`src/rtl/seg7_pkg.sv`:
```
// seg7_pkg
// Shared definitions for the seven-segment scan controller:
//   - seg7_t          : 8-bit segment pattern, bit 7 = dp, bits 6:0 = {g,f,e,d,c,b,a}
//   - SEG_*_BIT       : bit positions inside seg7_t
//   - SEG7_HEX_TABLE  : active-high {g..a} patterns for hex digits 0..F
//   - SEG7_OFF        : all segments dark (active-high sense)
package seg7_pkg;

  typedef logic [7:0] seg7_t;

  localparam int SEG_A_BIT  = 0;
  localparam int SEG_B_BIT  = 1;
  localparam int SEG_C_BIT  = 2;
  localparam int SEG_D_BIT  = 3;
  localparam int SEG_E_BIT  = 4;
  localparam int SEG_F_BIT  = 5;
  localparam int SEG_G_BIT  = 6;
  localparam int SEG_DP_BIT = 7;

  // Entry n holds the pattern for hex digit n (index 15 is listed first).
  localparam logic [15:0][6:0] SEG7_HEX_TABLE = {
    7'h71, 7'h79, 7'h5E, 7'h39, 7'h7C, 7'h77, 7'h6F, 7'h7F,
    7'h07, 7'h7D, 7'h6D, 7'h66, 7'h4F, 7'h5B, 7'h06, 7'h3F
  };

  localparam seg7_t SEG7_OFF = 8'h00;

endpackage

```
`src/rtl/seg7_scan_ctrl_decode.sv`:
```
// seg7_decode
// Combinational nibble -> segment pattern, active-high (polarity is applied
// by the parent).
//   nibble   in  4  hex digit to show
//   dp       in  1  decimal point request
//   blank    in  1  force the whole digit dark, dp included
//   suppress in  1  hide the digit segments but keep the dp (leading-zero case)
//   seg      out 8  seg7_t pattern, 1 = segment lit
module seg7_decode
  import seg7_pkg::*;
(
  input  logic [3:0] nibble,
  input  logic       dp,
  input  logic       blank,
  input  logic       suppress,
  output seg7_t      seg
);

  always_comb begin
    seg = SEG7_OFF;
    if (!blank) begin
      seg[SEG_DP_BIT] = dp;
      if (!suppress) begin
        seg[SEG_G_BIT:SEG_A_BIT] = SEG7_HEX_TABLE[nibble];
      end
    end
  end

endmodule

```
`src/rtl/seg7_scan_ctrl.sv`:
```
// seg7_scan_ctrl
// Time-multiplexed seven-segment display controller with double-buffered
// display contents (loads become visible only at frame boundaries).
//
// Parameters:
//   DIGITS      number of multiplexed digits (1..16)
//   DIV         clock cycles per digit slot (>= 2)
//   ACTIVE_LOW  1: SEG/AN asserted low, 0: asserted high
// Ports:
//   clk    in   1          system clock
//   RST    in   1          asynchronous active-high reset
//   load   in   1          capture value/dp/blank into the pending buffer
//   value  in   4*DIGITS   hex nibbles, nibble i drives digit i (digit 0 rightmost)
//   dp     in   DIGITS     decimal point per digit
//   blank  in   DIGITS     force digit dark, including its dp
//   SEG    out  8          {dp,g,f,e,d,c,b,a}, registered
//   AN     out  DIGITS     one-hot digit enable, registered
//   frame  out  1          one-cycle pulse at each full-scan wrap, registered
// Build option:
//   SEG7_LZS_EN  when defined, leading zeros (digit >= 1) are suppressed;
//                a suppressed digit still shows its dp.
module seg7_scan_ctrl
  import seg7_pkg::*;
#(
  parameter int DIGITS     = 8,
  parameter int DIV        = 100000,
  parameter int ACTIVE_LOW = 1
) (
  input  logic                  clk,
  input  logic                  RST,
  input  logic                  load,
  input  logic [4*DIGITS-1:0]   value,
  input  logic [DIGITS-1:0]     dp,
  input  logic [DIGITS-1:0]     blank,
  output logic [7:0]            SEG,
  output logic [DIGITS-1:0]     AN,
  output logic                  frame
);

  localparam int DIV_W = $clog2(DIV);
  localparam int IDX_W = (DIGITS > 1) ? $clog2(DIGITS) : 1;
  localparam logic [DIV_W-1:0] DIV_LAST = DIV_W'(DIV - 1);
  localparam logic [IDX_W-1:0] IDX_LAST = IDX_W'(DIGITS - 1);
  localparam logic POL = (ACTIVE_LOW != 0);
  localparam logic [7:0]        SEG_IDLE = POL ? 8'hFF : 8'h00;
  localparam logic [DIGITS-1:0] AN_IDLE  = {DIGITS{POL}};

  // Scan position
  logic [DIV_W-1:0] div_cnt_q, div_cnt_d;
  logic [IDX_W-1:0] idx_q, idx_d;

  // Pending (written by load) and active (displayed) buffers
  logic [4*DIGITS-1:0] pend_val_q, pend_val_d;
  logic [DIGITS-1:0]   pend_dp_q, pend_dp_d;
  logic [DIGITS-1:0]   pend_blank_q, pend_blank_d;
  logic                pend_v_q, pend_v_d;
  logic [4*DIGITS-1:0] act_val_q, act_val_d;
  logic [DIGITS-1:0]   act_dp_q, act_dp_d;
  logic [DIGITS-1:0]   act_blank_q, act_blank_d;

  // Registered outputs
  logic [7:0]        seg_q, seg_d;
  logic [DIGITS-1:0] an_q, an_d;
  logic              frame_q, frame_d;

  logic              frame_now;
  logic [DIGITS-1:0] an_raw;
  logic [DIGITS-1:0] supp_vec;
  logic [3:0]        act_nib [DIGITS];
  seg7_t             seg_hi;

  for (genvar gi = 0; gi < DIGITS; gi++) begin : g_nib
    assign act_nib[gi] = act_val_q[4*gi +: 4];
  end

`ifdef SEG7_LZS_EN
  // Digit gi >= 1 is a leading zero when it and every digit above it are 0.
  for (genvar gi = 0; gi < DIGITS; gi++) begin : g_lzs
    if (gi == 0) begin : g_lsd
      assign supp_vec[gi] = 1'b0;
    end else begin : g_hi
      assign supp_vec[gi] = (act_val_q[4*DIGITS-1:4*gi] == '0);
    end
  end
`else
  assign supp_vec = '0;
`endif

  seg7_decode u_decode (
    .nibble   (act_nib[idx_q]),
    .dp       (act_dp_q[idx_q]),
    .blank    (act_blank_q[idx_q]),
    .suppress (supp_vec[idx_q]),
    .seg      (seg_hi)
  );

  assign frame_now = (div_cnt_q == DIV_LAST) && (idx_q == IDX_LAST);

  always_comb begin
    div_cnt_d    = div_cnt_q + 1'b1;
    idx_d        = idx_q;
    pend_val_d   = pend_val_q;
    pend_dp_d    = pend_dp_q;
    pend_blank_d = pend_blank_q;
    pend_v_d     = pend_v_q;
    act_val_d    = act_val_q;
    act_dp_d     = act_dp_q;
    act_blank_d  = act_blank_q;
    an_raw       = '0;

    if (div_cnt_q == DIV_LAST) begin
      div_cnt_d = '0;
      idx_d     = (idx_q == IDX_LAST) ? '0 : idx_q + 1'b1;
    end

    // Frame swap reads the old pending contents, so a load on the same
    // edge lands in pending and waits for the next frame.
    if (frame_now && pend_v_q) begin
      act_val_d   = pend_val_q;
      act_dp_d    = pend_dp_q;
      act_blank_d = pend_blank_q;
      pend_v_d    = 1'b0;
    end
    if (load) begin
      pend_val_d   = value;
      pend_dp_d    = dp;
      pend_blank_d = blank;
      pend_v_d     = 1'b1;
    end

    // First cycle of each slot keeps every anode off (anti-ghosting).
    if (div_cnt_q != '0) begin
      an_raw[idx_q] = 1'b1;
    end

    seg_d   = POL ? ~seg_hi : seg_hi;
    an_d    = POL ? ~an_raw : an_raw;
    frame_d = frame_now;
  end

  always_ff @(posedge clk or posedge RST) begin
    if (RST) begin
      div_cnt_q    <= '0;
      idx_q        <= '0;
      pend_val_q   <= '0;
      pend_dp_q    <= '0;
      pend_blank_q <= '0;
      pend_v_q     <= 1'b0;
      act_val_q    <= '0;
      act_dp_q     <= '0;
      act_blank_q  <= '1;
      seg_q        <= SEG_IDLE;
      an_q         <= AN_IDLE;
      frame_q      <= 1'b0;
    end else begin
      div_cnt_q    <= div_cnt_d;
      idx_q        <= idx_d;
      pend_val_q   <= pend_val_d;
      pend_dp_q    <= pend_dp_d;
      pend_blank_q <= pend_blank_d;
      pend_v_q     <= pend_v_d;
      act_val_q    <= act_val_d;
      act_dp_q     <= act_dp_d;
      act_blank_q  <= act_blank_d;
      seg_q        <= seg_d;
      an_q         <= an_d;
      frame_q      <= frame_d;
    end
  end

  assign SEG   = seg_q;
  assign AN    = an_q;
  assign frame = frame_q;

endmodule

```
`config.mk`:
```
export PLATFORM = sky130hd
export DESIGN_NAME = seg7_scan_ctrl
export DESIGN_NICKNAME = d
export VERILOG_FILES = /design/src/rtl/seg7_pkg.sv /design/src/rtl/seg7_scan_ctrl_decode.sv /design/src/rtl/seg7_scan_ctrl.sv
export SDC_FILE = /design/constraint.sdc
export NUM_CORES = 1
export LEC_CHECK = 0
export ABC_AREA = 0
export CORE_ASPECT_RATIO = 1.2
export CORE_MARGIN = 8
export CORE_UTILIZATION = 35
export CTS_CLUSTER_DIAMETER = 120
export CTS_CLUSTER_SIZE = 24
export DETAILED_ROUTE_END_ITERATION = 12
export SLEW_MARGIN = 10
export SYNTH_ARGS = -nofsm -noshare
export SYNTH_HDL_FRONTEND = slang
export SYNTH_SLANG_ARGS = --single-unit
```
`constraint.sdc`:
```
create_clock -name clk -period 4.3 [get_ports clk]
set_input_delay 0.86 -clock clk [delete_from_list [all_inputs] [get_ports clk]]
set_output_delay 0.86 -clock clk [all_outputs]
set_load 0.03 [all_outputs]
```
==> metrics.md, run 1 <==
| Metric | Value |
|---|---|
| Maximum VDD drop | `184 uV` |
| Worst setup path category | `reg -> reg` |
| Setup skew after layout | `7.33 ps` |
| Number of global-route vias before repair | `3538` |
| Most frequent cell after synthesis | `sky130_fd_sc_hd__dfrtp_1` |
| Final critical-path share of the clock period | `0.657` |
| Portion of total power attributed to the clock network | `0.490` |
| Mapped cell area | `approximately 5700 um^2` |
| Post-CTS Resized | `0` |
| Clock-pin slew on the worst setup and hold paths | `60 ps` |
| Area taken by flip-flops and latches | `~3400 um^2` |
| Number of vias per cell after detailed routing | `around 4.7` |
| Grt ovf | `0` |
| Cell Count, Final, Fillers Out | `688` |
| Switching share of total power | `0.210` |
| Maximum clock frequency | `between 300 and 400 MHz` |
| Antenna diode instance count | `0` |
| Global placement routability congestion | `0.788` |
| Fraction of final layout cells sized beyond drive strength 1 | `0.334` |
| Synthesized net count | `450` |
| Inserted Clock Buffers | `17` |
| Routed vias | `3259` |
| DRC Markers | `0` |
| Max clock buf depth | `2` |
| Count of fill cells added during filler insertion | `1481` |
| Cts-stage hold buffer count | `0` |
| Power density relative to cell area | `~400 nW/um^2` |
| Synth area leader | `sky130_fd_sc_hd__dfrtp_1` |
| Num ports | `68` |
| DRC marker count from the first detailed-route iteration | `~140` |
| Static Leakage | `3.13 nW` |
| Clock sink count | `134` |
| Root buffer cell | `sky130_fd_sc_hd__clkbuf_16` |
| Capturing element type of the critical path | `register` |
| Placeable core region | `around 16000 um^2` |
| Net total in the final layout | `524` |
| Final Util | `0.446` |
| Number of port buffers | `67` |
| Warnings from Yosys | `0` |
| Result of the run | `finished, final reports clean` |
| Final total negative setup slack | `0 ps` |
| Die Y-Extent | `roughly 160 um` |
| DIE AREA | `20600 um^2` |
| Maximum number of pins on one net before global-route repair | `50` |
| Clk_lat worst skew | `410 ps` |
| Worst EP arrival | `3110 ps` |
| GR Layer Usage met2 | `0.178` |
| Final-report setup violation count | `0` |
| Post-placement cell count | `around 660` |
| Total routed wirelength | `around 11 mm` |
| Post-synthesis register bit count | `134` |
| Finished layout cell area | `7170 um^2` |
| Final antenna-violating net count | `0` |
| Top cells by area, synth | `sky130_fd_sc_hd__dfrtp_1 48%, sky130_fd_sc_hd__mux2_2 16%, sky130_fd_sc_hd__dfstp_2 11%` |
| P_sw | `about 600 uW` |
| CTS tree | `done` |
| Buffers inserted during post-CTS setup optimization | `0` |
| Total routing usage reported by global routing | `0.110` |
| Combinational share of power | `0.046` |
| Detailed-route wire length per cell | `15.4 um` |
| RSZ-0062 raised after global routing | `false` |
| Detailed Place HPWL | `7.39 mm` |
| X dimension of the die | `132 um` |
| Hold/Removal Path Class | `reg -> reg` |
| Number of H-tree levels | `4` |
| Sequential area share after synthesis | `0.595` |
| Pwr Total | `2.87 mW` |
| Per-instance average area after synthesis | `14.6 um^2` |
| Global-route met1 utilization | `0.131` |
| Count of final max-slew check failures | `0` |
| Area share of the largest cell type after synthesis | `0.484` |
| Transition time of the tightest slew-check pin | `~1100 ps` |
| Async set-or-reset flop fraction in the synthesized netlist | `1.00` |
| Number of enable flip-flop cells after synthesis | `0` |
| Initial cell density of the core | `0.354` |
| Area of the multi-input gates | `2170 um^2` |
| Number of max-cap violations | `0` |
| Number of antenna violations at the first check in global routing | `0` |
| Critical path peak fanout | `30` |
| Met3 global-route usage | `0.0358` |
| Number of placement rows | `51` |
| Crit path launch type | `register` |
| Post-detailed-placement cell area | `6590 um^2` |
| Portion of total power attributed to sequential cells | `0.464` |
| GR peak layer | `met2` |
| Required @ worst endpoint | `4590 ps` |
| Internal power of the cells | `2.27 mW` |
| Most instantiated flip-flop cell in the synthesis netlist | `sky130_fd_sc_hd__dfrtp_1` |
| Global-route wire length before repair | `between 15 and 20 mm` |
| Synth-to-Final Area Change | `26.0%` |
| Fin. Hold Viols | `0` |
| Slew headroom | `0.241` |
| Unique cell type count in the Yosys netlist | `36` |
| Number of instances in the synthesized netlist | `389` |
| Final critical delay including setup and external delays | `2830 ps` |
| Commonest cells in the netlist | `110 x sky130_fd_sc_hd__dfrtp_1, 83 x sky130_fd_sc_hd__mux2_2, 24 x sky130_fd_sc_hd__dfstp_2` |
| Number of iterations in the first detailed-routing pass | `4` |
routing by layer:
layer	up-vias	routed length, um
met5	-	0
met4	0	150
met3	13	456
met2	70	5240
met1	1639	4770
li1	1537	-
sequential cells by signal, summed over array words and instances, names as in the netlist:
signal	flops
pend_v_q	1
frame	1
SEG	8
idx_q	3
AN	8
act_dp_q	8
act_blank_q	8
div_cnt_q	17
pend_blank_q	8
act_val_q	32
pend_val_q	32
pend_dp_q	8
worst max-delay path, cell delays in order, from the launching register on:
cell                      delay (ps)
sky130_fd_sc_hd__dfrtp_1         420
sky130_fd_sc_hd__nor4_1          300
sky130_fd_sc_hd__nand2_1         150
sky130_fd_sc_hd__nor4_4          280
sky130_fd_sc_hd__buf_4           230
sky130_fd_sc_hd__and3_2          490
sky130_fd_sc_hd__buf_4           440
sky130_fd_sc_hd__mux2_1          380
worst paths after layout:
kind	start	end	slack (ps)	depth (start not counted)
max	div_cnt_q[13]	act_val_q[14]	1470	7
min	pend_v_q	pend_v_q	470	1
max reg2reg	div_cnt_q[13]	act_val_q[14]	1470	7
min reg2reg	pend_v_q	pend_v_q	470	1
max in group asynchronous	RST	SEG[2]	2530	3
min in group asynchronous	RST	pend_val_q[24]	990	2
power by group through the flow:
| stage | Sequential, mW | Combinational, mW | Clock (mW) |
|---|---|---|---|
| floorplan | 1.34 | 0.0727 | 0 |
| global placement | 1.36 | 0.133 | 0 |
| detailed placement | 1.36 | 0.136 | 0 |
| CTS | 1.33 | 0.137 | 1.45 |
| global route | 1.34 | 0.147 | 1.51 |
| finish | 1.33 | 0.133 | 1.41 |
layout make-up:
type                            count  share of cell area
Tap cell                          212              0.0370
Multi-Input combinational cell    230               0.303
Inverter                            7             0.00419
Clock buffer                       20              0.0637
Timing Repair Buffer               73               0.103
Sequential cell                   134               0.472
Clock inverter                     12              0.0178
stage by stage:
stage / worst slack [ps] / hold WS [ps]
2_1_floorplan: 1790 / 442
5_1_grt: 1350 / 495
3_3_place_gp: 1520 / 453
3_5_place_dp: 1480 / 461
6_report: 1470 / 472
4_1_cts: 1470 / 474
cell families (layout without fill, tap and decap cells):
logic type | Yosys count | in the layout | synth area share
xor+xnor | 15 | 15 | 0.0231
compound gates | 15 | 15 | 0.0178
simple gates | 70 | 70 | 0.0607
buf+inv | 25 | 112 | 0.0238
flops | 134 | 134 | 0.595
fa+ha+maj | 10 | 10 | 0.0220
mux | 120 | 120 | 0.258
cells in the final DEF, fill, tap and decap left out, types with 8 or more instances in the layout:
cell	n
sky130_fd_sc_hd__mux2_1	20
sky130_fd_sc_hd__mux2_2	83
sky130_fd_sc_hd__ha_1	10
sky130_fd_sc_hd__nor2_1	19
sky130_fd_sc_hd__nand3_1	10
sky130_fd_sc_hd__nand2_1	19
sky130_fd_sc_hd__mux4_2	11
sky130_fd_sc_hd__dfstp_2	24
sky130_fd_sc_hd__clkbuf_16	17
sky130_fd_sc_hd__xor2_1	8
sky130_fd_sc_hd__dfrtp_1	110
sky130_fd_sc_hd__clkdlybuf4s50_1	66
Note: power is estimated with default switching activity, not from simulation.
==> inputs of run 2 (changes only) <==
clock period = 2.5 ns   (was 4.3 ns; I/O delays follow)
==> metrics.md, run 2 (synthesis results as in run 1) <==
| Metric | Value |
|---|---|
| Maximum VDD drop | `397 uV (was 184 uV)` |
| Commonest non-fill, non-tap cell in the layout | `sky130_fd_sc_hd__dfrtp_1 (unchanged)` |
| Number of vias per cell after detailed routing | `4.72 (was 4.74)` |
| Capturing element type of the critical path | `register (unchanged)` |
| Count of fill cells added during filler insertion | `1472 (was 1481)` |
| Total routing usage reported by global routing | `0.112 (was 0.110)` |
| Highest-count cells in the layout ignoring fill and taps | `110 x sky130_fd_sc_hd__dfrtp_1, 83 x sky130_fd_sc_hd__mux2_2, 66 x sky130_fd_sc_hd__clkdlybuf4s50_1, 24 x sky130_fd_sc_hd__dfstp_2, 20 x sky130_fd_sc_hd__mux2_1 (unchanged)` |
| Buffers inserted during post-CTS setup optimization | `0 (unchanged)` |
| Number of placement rows | `51 (unchanged)` |
| Antenna diode instance count | `0 (unchanged)` |
| Pwr Total | `4.88 mW (was 2.87 mW)` |
| DIE AREA | `20600 um^2 (unchanged)` |
| Buf/Inv on CP | `1 (was 2)` |
| X dimension of the die | `132 um (unchanged)` |
| CTS tree | `done (unchanged)` |
| Library cell contributing the largest single delay on the critical path | `sky130_fd_sc_hd__dfrtp_1 (was sky130_fd_sc_hd__and3_2)` |
| Initial cell density of the core | `0.354 (unchanged)` |
| Start of the worst register-to-register path | `idx_q[2] (was div_cnt_q[13])` |
| Inserted Clock Buffers | `17 (unchanged)` |
| Final antenna-violating net count | `0 (unchanged)` |
| Clock sink count | `134 (unchanged)` |
| Maximum clock frequency | `429 MHz (was 354 MHz)` |
| Die Y-Extent | `156 um (unchanged)` |
| Fraction of final layout cells sized beyond drive strength 1 | `0.344 (was 0.334)` |
| Cells on Worst Hold Path | `1 (unchanged)` |
| Number of global-route vias before repair | `3703 (was 3538)` |
| Number of H-tree levels | `4 (unchanged)` |
| Clock-pin slew on the worst setup and hold paths | `60 ps (about the same)` |
| DRC marker count from the first detailed-route iteration | `212 (was 143)` |
| Static Leakage | `3.18 nW (was 3.13 nW)` |
| RSZ-0062 raised after global routing | `false (unchanged)` |
| Start point of the worst hold path | `pend_v_q (unchanged)` |
| Post-placement cell count | `663 (was 656)` |
| Worst setup path category | `reg -> reg (unchanged)` |
| Global-route wire length before repair | `18.5 mm (was 18.0 mm)` |
| Final-report setup violation count | `0 (unchanged)` |
| Final total negative setup slack | `0 ps (unchanged)` |
| Cell Count, Final, Fillers Out | `695 (was 688)` |
| DRC Markers | `0 (unchanged)` |
| Synth-to-Final Area Change | `27.3% (was 26.0%)` |
| Sequence of cells on the critical path | `mux4_2 > mux2_2 > inv_1 > ha_1 > nor2_1 > a211oi_1 > o21ai_0 (was nor4_1 > nand2_1 > nor4_4 > buf_4 > and3_2 > buf_4 > mux2_1)` |
| Clk_lat worst skew | `410 ps (about the same)` |
| Cell depth of the worst flop-to-flop path | `7 (unchanged)` |
| Final Util | `0.450 (was 0.446)` |
| Count of final max-slew check failures | `0 (unchanged)` |
| Capturing point of the worst reg2reg path | `SEG[3] (was act_val_q[14])` |
| Critical path peak fanout | `8 (was 30)` |
| Cts-stage hold buffer count | `0 (unchanged)` |
| Minimum hold slack | `470 ps (was 472 ps)` |
| Routed vias | `3280 (was 3259)` |
| Fin. Hold Viols | `0 (unchanged)` |
| Slew headroom | `0.562 (was 0.241)` |
| Reg2reg setup slack | `170 ps (was 1470 ps)` |
| Power density relative to cell area | `674 nW/um^2 (was 401 nW/um^2)` |
| Final critical-path share of the clock period | `0.932 (was 0.657)` |
| Placeable core region | `16100 um^2 (unchanged)` |
| Grt ovf | `0 (unchanged)` |
| Number of port buffers | `67 (unchanged)` |
| Net total in the final layout | `531 (was 524)` |
| Number of antenna violations at the first check in global routing | `0 (unchanged)` |
| Detailed Place HPWL | `7.70 mm (was 7.39 mm)` |
| Maximum number of pins on one net before global-route repair | `49 (was 50)` |
| Maximum single-stage delay on the critical path | `590 ps (was 490 ps)` |
| Crit path launch type | `register (unchanged)` |
| Number of iterations in the first detailed-routing pass | `4 (unchanged)` |
| Final critical delay including setup and external delays | `2330 ps (was 2830 ps)` |
| Number of max-cap violations | `0 (unchanged)` |
| Global placement routability congestion | `0.780 (was 0.788)` |
| Root buffer cell | `sky130_fd_sc_hd__clkbuf_16 (unchanged)` |
| Transition time of the tightest slew-check pin | `652 ps (was 1140 ps)` |
| Max clock buf depth | `2 (unchanged)` |
| Total routed wirelength | `10.8 mm (was 10.6 mm)` |
| Num ports | `68 (unchanged)` |
| Result of the run | `finished, final reports clean (unchanged)` |
| Post-CTS Resized | `0 (unchanged)` |
| Hold/Removal Path Class | `reg -> reg (unchanged)` |
| Required @ worst endpoint | `2830 ps (was 4590 ps)` |
| Worst EP arrival | `2660 ps (was 3110 ps)` |
| Detailed-route wire length per cell | `15.5 um (was 15.4 um)` |
| Top Family by Delay on Critical Path | `multiplexers (was simple AND/OR/NAND/NOR gates)` |
| Largest registers | `act_val_q x32, pend_val_q x32, div_cnt_q x17 (unchanged)` |
| Setup skew after layout | `7.27 ps (was 7.33 ps)` |
| End of the worst hold path | `pend_v_q (unchanged)` |
[run 2: worst max-delay path by stage]
stage | end | slack (ps) | depth (start not counted) | startpoint
detailed placement | SEG[3] | 160 | 7 | idx_q[2]
global route | SEG[3] | 30 | 7 | idx_q[2]
finish | SEG[3] | 170 | 7 | idx_q[2]
global placement | SEG[0] | 280 | 6 | idx_q[2]
floorplan | SEG[3] | 190 | 9 | idx_q[1]
CTS | SEG[3] | 140 | 7 | idx_q[2]
[run 2: area by class of cell]
type	instances	area, um^2	share of cell area
clock inverters	14	136	0.0188
inverters	7	30.0	0.00415
clock buffers	18	429	0.0593
well taps	212	265	0.0366
repair buffers	80	826	0.114
flip-flops and latches	134	3380	0.467
multi-input cells	230	2170	0.300
[run 2: stage by stage]
stage | setup WS (ps) | instance area (um^2)
2_1_floorplan | 190 | 5690
3_3_place_gp | 275 | 6680
3_5_place_dp | 161 | 6680
4_1_cts | 144 | 7240
5_1_grt | 29.9 | 7240
6_report | 171 | 7240
[run 2: worst reg2reg max path: stages (launching register included)]
cell,delay [ps]
sky130_fd_sc_hd__dfrtp_1,590
sky130_fd_sc_hd__mux4_2,560
sky130_fd_sc_hd__mux2_2,340
sky130_fd_sc_hd__inv_1,140
sky130_fd_sc_hd__ha_1,270
sky130_fd_sc_hd__nor2_1,120
sky130_fd_sc_hd__a211oi_1,60
sky130_fd_sc_hd__o21ai_0,170
[run 2: power by group]
part           switching [mW]  internal, mW  leakage, nW
clock network           0.899          1.45        0.279
registers              0.0434          2.25         1.66
logic                  0.0869         0.149         1.24
total                    1.03          3.85         3.18
[run 2: metal layers]
| metal | GRT usage | wire, um | vias to the layer above |
|---|---|---|---|
| met5 | 0 | 0 | - |
| met4 | 0.0466 | 157 | 0 |
| met3 | 0.0390 | 478 | 16 |
| met2 | 0.181 | 5240 | 67 |
| met1 | 0.135 | 4880 | 1652 |
| li1 | - | - | 1545 |
